==> config.mk <==
export PLATFORM = sky130hd
export DESIGN_NAME = seq_divider
export DESIGN_NICKNAME = d
export VERILOG_FILES = /design/src/rtl/seq_divider.sv
export SDC_FILE = /design/constraint.sdc
export NUM_CORES = 1
export LEC_CHECK = 0
export BUFFER_PORTS_ARGS = -buffer_cell sky130_fd_sc_hd__clkbuf_2
export CAP_MARGIN = 25
export CORE_ASPECT_RATIO = 1.75
export CORE_MARGIN = 2
export CORE_UTILIZATION = 45
export CTS_BUF_LIST = sky130_fd_sc_hd__clkbuf_8
export DETAILED_ROUTE_END_ITERATION = 10
export PLACE_DENSITY = 0.6
export SKIP_CTS_REPAIR_TIMING = 1
export SLEW_MARGIN = 20
export SYNTH_ARGS = -nofsm -noshare
export SYNTH_HDL_FRONTEND = slang
export SYNTH_SLANG_ARGS = --single-unit
==> constraint.sdc <==
create_clock -name clk -period 7.14 [get_ports clk]
set_input_delay 0 -clock clk [delete_from_list [all_inputs] [get_ports clk]]
set_output_delay 0 -clock clk [all_outputs]
set_load 0.02 [all_outputs]
==> src/rtl/seq_divider.sv <==
// Multi-cycle restoring divider (signed/unsigned) with start/busy/done handshake.
// One trial subtraction per clock over WIDTH iterations, then a sign-fix cycle.
module seq_divider #(
  parameter int WIDTH = 32
) (
  input  logic             clk,
  input  logic             rst,
  input  logic             start,
  input  logic             is_signed,
  input  logic [WIDTH-1:0] a,
  input  logic [WIDTH-1:0] b,
  output logic             busy,
  output logic             done,
  output logic [WIDTH-1:0] quotient,
  output logic [WIDTH-1:0] remainder,
  output logic             Zf,
  output logic             Of,
  output logic             Sf
);

  localparam int CW = $clog2(WIDTH) + 1;
  localparam logic [WIDTH-1:0] ZERO     = {WIDTH{1'b0}};
  localparam logic [WIDTH-1:0] ALL_ONES = {WIDTH{1'b1}};
  localparam logic [WIDTH-1:0] MIN_NEG  = {1'b1, {(WIDTH-1){1'b0}}};

  typedef enum logic [1:0] {IDLE, CALC, FIX, DONE} state_t;

  state_t           state_r;
  logic [WIDTH-1:0] a_r;
  logic [WIDTH-1:0] b_r;
  logic             signed_r;
  logic             sign_q_r;
  logic             sign_rem_r;
  logic [WIDTH-1:0] rem_r;
  logic [WIDTH-1:0] q_r;
  logic [WIDTH-1:0] bmag_r;
  logic [CW-1:0]    cnt_r;

  logic [WIDTH-1:0] a_mag_s;
  logic [WIDTH-1:0] b_mag_s;
  logic [WIDTH:0]   rem_sh_s;
  logic             borrow_s;
  logic [WIDTH-1:0] trial_s;
  logic [WIDTH-1:0] quot_fix_s;
  logic [WIDTH-1:0] rem_fix_s;
  logic             of_s;

  // Operand magnitudes, one trial subtraction, and the final sign fix-up.
  always_comb begin
    a_mag_s    = (is_signed && a[WIDTH-1]) ? (ZERO - a) : a;
    b_mag_s    = (is_signed && b[WIDTH-1]) ? (ZERO - b) : b;
    rem_sh_s   = {rem_r, q_r[WIDTH-1]};
    // The WIDTH+1-bit shifted remainder borrows exactly when it is below the divisor.
    borrow_s   = (rem_sh_s < {1'b0, bmag_r});
    trial_s    = rem_sh_s[WIDTH-1:0] - bmag_r;
    quot_fix_s = sign_q_r ? (ZERO - q_r) : q_r;
    rem_fix_s  = sign_rem_r ? (ZERO - rem_r) : rem_r;
    of_s       = signed_r && (a_r == MIN_NEG) && (b_r == ALL_ONES);
  end

  // Control FSM, iteration datapath and registered result/flag outputs.
  always_ff @(posedge clk or posedge rst) begin
    if (rst) begin
      state_r    <= IDLE;
      a_r        <= ZERO;
      b_r        <= ZERO;
      signed_r   <= 1'b0;
      sign_q_r   <= 1'b0;
      sign_rem_r <= 1'b0;
      rem_r      <= ZERO;
      q_r        <= ZERO;
      bmag_r     <= ZERO;
      cnt_r      <= {CW{1'b0}};
      busy       <= 1'b0;
      done       <= 1'b0;
      quotient   <= ZERO;
      remainder  <= ZERO;
      Zf         <= 1'b0;
      Of         <= 1'b0;
      Sf         <= 1'b0;
    end else begin
      case (state_r)
        IDLE, DONE: begin
          if (start) begin
            a_r      <= a;
            b_r      <= b;
            signed_r <= is_signed;
            if (b == ZERO) begin
              state_r   <= DONE;
              busy      <= 1'b0;
              done      <= 1'b1;
              quotient  <= ALL_ONES;
              remainder <= a;
              Zf        <= 1'b1;
              Of        <= 1'b0;
              Sf        <= 1'b1;
            end else begin
              state_r    <= CALC;
              busy       <= 1'b1;
              done       <= 1'b0;
              Zf         <= 1'b0;
              Of         <= 1'b0;
              sign_q_r   <= is_signed & (a[WIDTH-1] ^ b[WIDTH-1]);
              sign_rem_r <= is_signed & a[WIDTH-1];
              rem_r      <= ZERO;
              q_r        <= a_mag_s;
              bmag_r     <= b_mag_s;
              cnt_r      <= {CW{1'b0}};
            end
          end else begin
            state_r <= IDLE;
            done    <= 1'b0;
          end
        end
        CALC: begin
          q_r   <= {q_r[WIDTH-2:0], ~borrow_s};
          rem_r <= borrow_s ? rem_sh_s[WIDTH-1:0] : trial_s;
          cnt_r <= cnt_r + CW'(1);
          if (cnt_r == CW'(WIDTH - 1)) begin
            state_r <= FIX;
          end else begin
            state_r <= CALC;
          end
        end
        FIX: begin
          quotient  <= quot_fix_s;
          remainder <= rem_fix_s;
          Sf        <= quot_fix_s[WIDTH-1];
          Of        <= of_s;
          busy      <= 1'b0;
          done      <= 1'b1;
          state_r   <= DONE;
        end
        default: begin
          state_r <= IDLE;
          busy    <= 1'b0;
          done    <= 1'b0;
        end
      endcase
    end
  end

endmodule

* Word-level counts from Yosys, hierarchy flattened
Cells that the tools add are included.
** Word-level totals
- Input port bits :: 68
- Logic and storage cells :: 87
- Register bits after elaboration :: 240
- Output and inout port bits :: 69
** Operators by class
- Muxes and demuxes :: 35
- Reductions and logical operators :: 14
- $add $sub $neg :: 6
- Bitwise operators :: 5
- Order comparisons :: 1
- Equality and inequality tests :: 9
** Operators with widths (count)
- 32-bit 2-to-1 mux :: 13
- 32-bit case mux with 2 select lines :: 4
- 1-bit by 32-bit subtractor with 32-bit output (first input constant) :: 4
- 32-bit == test (second input constant) :: 2
- 33-bit by 32-bit < comparator with 1-bit output :: 1
- 32-bit logical NOT :: 1
- 32-bit subtractor :: 1
- 6-bit 2-to-1 mux :: 2
- 6-bit case mux with 2 select lines :: 1
- 3-bit AND reduction :: 3
- 1-bit case mux with 2 select lines :: 4
- 1-bit 2-to-1 mux :: 7
- 6-bit by 1-bit adder with 6-bit output (second input constant) :: 1
- 6-bit by 5-bit == test with 1-bit output (second input constant) :: 1
- 2-bit 2-to-1 mux :: 3
- 2-bit inequality test (second input constant) :: 3
- 2-bit case mux with 3 select lines :: 1
- 2-bit == test (second input constant) :: 2
- 1-bit logical AND :: 4
- 2-bit AND reduction :: 2
- 2-bit nonzero test :: 2
- 1-bit AND :: 2
- 2-bit by 1-bit == test with 1-bit output (second input constant) :: 1
- 2-bit logical NOT :: 1
- other kinds (3) :: 4

* Longest topological paths before layout
- Depth in word-level cells :: 5
- Depth in mapped cells :: 14
- Mapped depth without buffers :: 13

* Worst setup path after synthesis
Ideal clock, no wire load.
- Kind :: register to register
- Start point :: register q_r[7]
- End point :: register quotient[29]
- Data required time :: 6.999 ns
- Arrival :: 3.082 ns
- Stages on the path, launching flop included :: 9
- Period minus slack after synthesis :: 3.223 ns
- Setup time :: 0.141 ns
- Setup slack :: 3.917 ns
- Buffers on the path :: 0
- Cell sequence :: dfrtp_1 > or3_4 > or4_4 > or4_4 > or3b_4 > or4_4 > o41ai_2 > xor2_1 > a31oi_1
** On the way
- Longest elaborated chain between the ends :: 3
** RTL lines
- start: declaration :: RTL line 35 : logic [WIDTH-1:0] q_r;
- start signal: assignment :: RTL line 106 : q_r <= a_mag_s;
- start signal: assignment :: RTL line 116 : q_r <= {q_r[WIDTH-2:0], ~borrow_s};
- 1-bit by 32-bit subtractor with 32-bit output :: RTL line 56 : quot_fix_s = sign_q_r ? (ZERO - q_r) : q_r;
- 32-bit 2-to-1 mux :: RTL line 56
- 32-bit case mux with 2 select lines :: RTL line 82 : case (state_r)
- end signal: assignment :: RTL line 126 : quotient <= quot_fix_s;
- end: declaration :: RTL line 14 : output logic [WIDTH-1:0] quotient,
Every way passes these cells.
A chain may end at the register's enable or synchronous reset.

* Worst setup path in the final report
- Start point :: register rem_r[0]
- End point :: register rem_r[13]
** On the way
- Longest elaborated chain between the ends :: 3
- Elaborated cells on any way between the ends :: 4
- Classes of those cells :: add/sub: 1; order compare: 1; mux: 2
** RTL lines
- start: declaration :: RTL line 34 : logic [WIDTH-1:0] rem_r;
- start signal: assignment :: RTL line 117 : rem_r <= borrow_s ? rem_sh_s[WIDTH-1:0] : trial_s;
- 32-bit subtractor or 33-bit by 32-bit < comparator with 1-bit output (tied branches) :: RTL line 55, 54
- 32-bit 2-to-1 mux (*) :: RTL line 117
- 32-bit case mux with 2 select lines (*) :: RTL line 82
Mark *: on every way between the ends. The rest lies on a longest branch, timed or not.

==> run_results.csv <==
group,metric,value,unit
logic_synthesis,yosysWarnings,0,
finish,nets,1863,
placement,place_congestion,0.935,
critical_path,crit_arrival,4.32,ns
critical_path,r2r_start,"rem_r[0]",
clocking,clkTransAtPathRegs,0.07,ns
clocking,htreeDepth,2,
timing,slew_violations,0,
logic_synthesis,yosysSeqAreaShare,42.7,%
logic_synthesis,synth_cells,1576,
timing,fin_crit,3.89,ns
timing,period_share,54.4,%
route,via_per_inst,5.72,
critical_path,max_stage_delay,0.80,ns
logic_synthesis,avgSynthCellArea,8.89,µm²
global_route,grt_pass1_wl,67600,µm
global_route,grt-ovfl-total,0,
timing,whs,0.162,ns
clocking,clk-insertion-delay-late,0.56,ns
pwr,ir_drop,172,µV
clocking,clkSinkCount,239,
route,wl,44200,µm
global_route,grt_max_degree,114,
timing,slew_headroom,29.6,%
global_route,grt_pass1_vias,12100,
timing,skew,0.0227,ns
floorplan,initial_core_util,45.6,%
logic_synthesis,synthesis.nets,1685,
timing,tns,0,ns
outcome,outcome,"completed",
route,drtIter0Drc,617,
logic_synthesis,yosys.cell_types.count,63,
floorplan,dieArea,32600,µm²
critical_path,rr_endpoint,"rem_r[13]",
route,drc,0,
flow_run,drv_cap,0,
min_path,hp-class,"input pin to async pin",
floorplan,dieHeight,237,µm
timing,finalHoldViolCount,0,
route,wl_per_cell,20.4,µm
logic_synthesis,synthesis.area,14000,µm²
pwr,powerDensity,365,nW/µm²
route,ant_nets,0,
finish,area_growth,17.8,%
critical_path,critPathLaunchType,"flop",
timing,rsz0062_at_grt,"false",
global_route,antenna_found_initial,2,
placement,port_buffers,136,
floorplan,core,30700,µm²
placement,dp.final_hpwl,32800,µm
critical_path,worst_setup_path_end_kind,"flop",
critical_path,path_class,"flop to flop",
placement,place_area,15000,µm²
timing,tightest_slew,1.03,ns
pwr,total_power,6.03,mW
critical_path,slowest_stage,"o211a_1",
finish,drive_gt1_share,16.0,%
critical_path,r2r_setup_slack,3.25,ns
finish,finalInstanceArea,16500,µm²
clocking,cts_tree,"built",
timing,max_freq,0.257,GHz
finish,fill_cells,2897,
logic_synthesis,synth_edf_count,0,
floorplan,num_rows,85,
pwr,p_leak,7.30,nW
critical_path,crit_path_max_fanout,27,
floorplan,ioPinCount,137,
floorplan,die_w,137,µm
global_route,gr-usage-all-layers,27.1,%
timing,setup_viol,0,
critical_path,ff2ff_path_depth,10,
clocking,cts_max_path_buffers,3,
route,first_pass_iters,5,
logic_synthesis,async_flop_share,100,%
clocking,cts_buffers,38,
route,vias,12400,
critical_path,worstPathCellList,"ha_1 -> nor2b_1 -> o31a_1 -> a21o_1 -> o211ai_1 -> a21boi_0 -> o21ai_0 -> o211a_1 -> nor4_1 -> a221o_1",
clocking,clockRootBuffer,"clkbuf_8",
logic_synthesis,ys.flop_type,"dfrtp_1",
critical_path,critical_path_required,7.58,ns
logic_synthesis,synth.ff_latch_count,239,
-- layout make-up --
cell class                 instances  area (µm²)  share of cell area (%)
timing repair buffer             224        1550                    9.41
clock inverter                    17        77.6                   0.470
tap                              391         489                    2.96
multi-input combinational       1183        7500                    45.4
sequential                       239        5980                    36.2
clock buffer                      47         647                    3.92
antenna                            1        2.50                  0.0152
inverter                          68         263                    1.59
-- worst max-delay path: cells and delay by family, from the launching register on --
family | cells | cell delay (ns)
adder cells (fa/ha/maj) | 1 | 0.30
AND/OR/NAND/NOR | 2 | 0.25
AO/OA/AOI/OAI | 7 | 2.72
flip-flops | 1 | 0.48
-- synth_stat cells (12+ instances only) --
library cell / instances / share of area, %
or4_1: 17 / 0.91
nor3_1: 28 / 1.0
mux2i_1: 13 / 0.93
o41ai_1: 12 / 0.75
nor2_1: 147 / 3.9
mux2_2: 53 / 4.3
xnor2_1: 53 / 3.3
nand2_1: 184 / 4.9
o22ai_1: 30 / 1.3
nand3_1: 59 / 2.1
a21o_1: 20 / 1.1
inv_1: 68 / 1.8
nor4_1: 17 / 0.76
o21ai_0: 128 / 4.6
a21oi_1: 76 / 2.7
dfrtp_1: 239 / 43
nand4_1: 19 / 0.85
a31oi_1: 43 / 1.9
o31ai_1: 32 / 1.7
xor2_1: 88 / 5.5
o211ai_1: 13 / 0.70
ha_1: 40 / 3.6
clkbuf_1: 78 / 2.1
-- power by group --
part / switching (mW) / internal, mW / total, mW
clock: 0.558 / 0.593 / 1.15
combinational: 1.64 / 1.08 / 2.72
sequential: 0.384 / 1.77 / 2.15
-- cell usage in the layout (no fill, tap or decap), types with 6 or more instances in the layout --
master	n
xnor2_1	53
nand3_1	59
mux2_2	53
dfrtp_1	239
clkinv_2	8
xor2_1	88
a21o_1	20
o41ai_1	12
nor2_1	145
nand2_1	183
clkbuf_8	47
nor4_1	17
and3_1	8
a21oi_1	76
clkbuf_2	136
inv_1	75
nand2b_1	8
nor2b_1	6
o21ai_0	128
or4_1	17
ha_1	39
nand4_1	19
buf_4	18
o22ai_1	29
mux2i_1	13
nor3_1	28
dlygate4sd3_1	67
o31ai_1	32
a31oi_1	42
or3_1	8
o211ai_1	13
-- through the flow --
stage                     cells  setup WS (ns)  util (%)
after floorplan            1576          0.580         -
after detailed placement   2035           3.30      49.0
final                      2170           3.25      53.7
after global routing       2170           3.04      53.7
after global placement     2035           3.27      49.0
after CTS                  2099           3.29      51.3
-- registers in the layout, summed over array words and instances, names as in the netlist --
name,cells
done,1
Zf,1
sign_rem_r,1
busy,1
b_r,32
sign_q_r,1
rem_r,32
state_r,2
signed_r,1
remainder,32
a_r,32
Of,1
q_r,32
bmag_r,32
cnt_r,6
quotient,32
-- worst max-delay path by stage --
stage / depth (start not counted) / end / from / slack, ns
floorplan: 1 / Of / rst / 0.58
global placement: 8 / quotient[31] / q_r[7] / 3.27
detailed placement: 10 / rem_r[13] / rem_r[0] / 3.30
CTS: 10 / rem_r[13] / rem_r[4] / 3.29
global route: 10 / rem_r[13] / rem_r[4] / 3.04
finish: 10 / rem_r[13] / rem_r[0] / 3.25
-- cell families after synthesis --
logic type               after synthesis  share of synthesized area, %
AND/OR/NAND/NOR                      529                          17.5
buffers and inverters                154                          4.15
AO/OA/AOI/OAI                        406                          18.0
flip-flops                           239                          42.7
multiplexers                          66                          5.19
XOR/XNOR                             141                          8.81
adder cells (fa/ha/maj)               41                          3.71
-- routing by layer --
layer	track usage [%]	share of wire, %	vias to the layer above
met1	28.6	36	6002
met4	17.1	7.0	0
met5	0	0	-
met2	49.4	53	302
li1	-	-	5972
met3	3.77	3.4	141
Power figures use the tool's default switching activity.
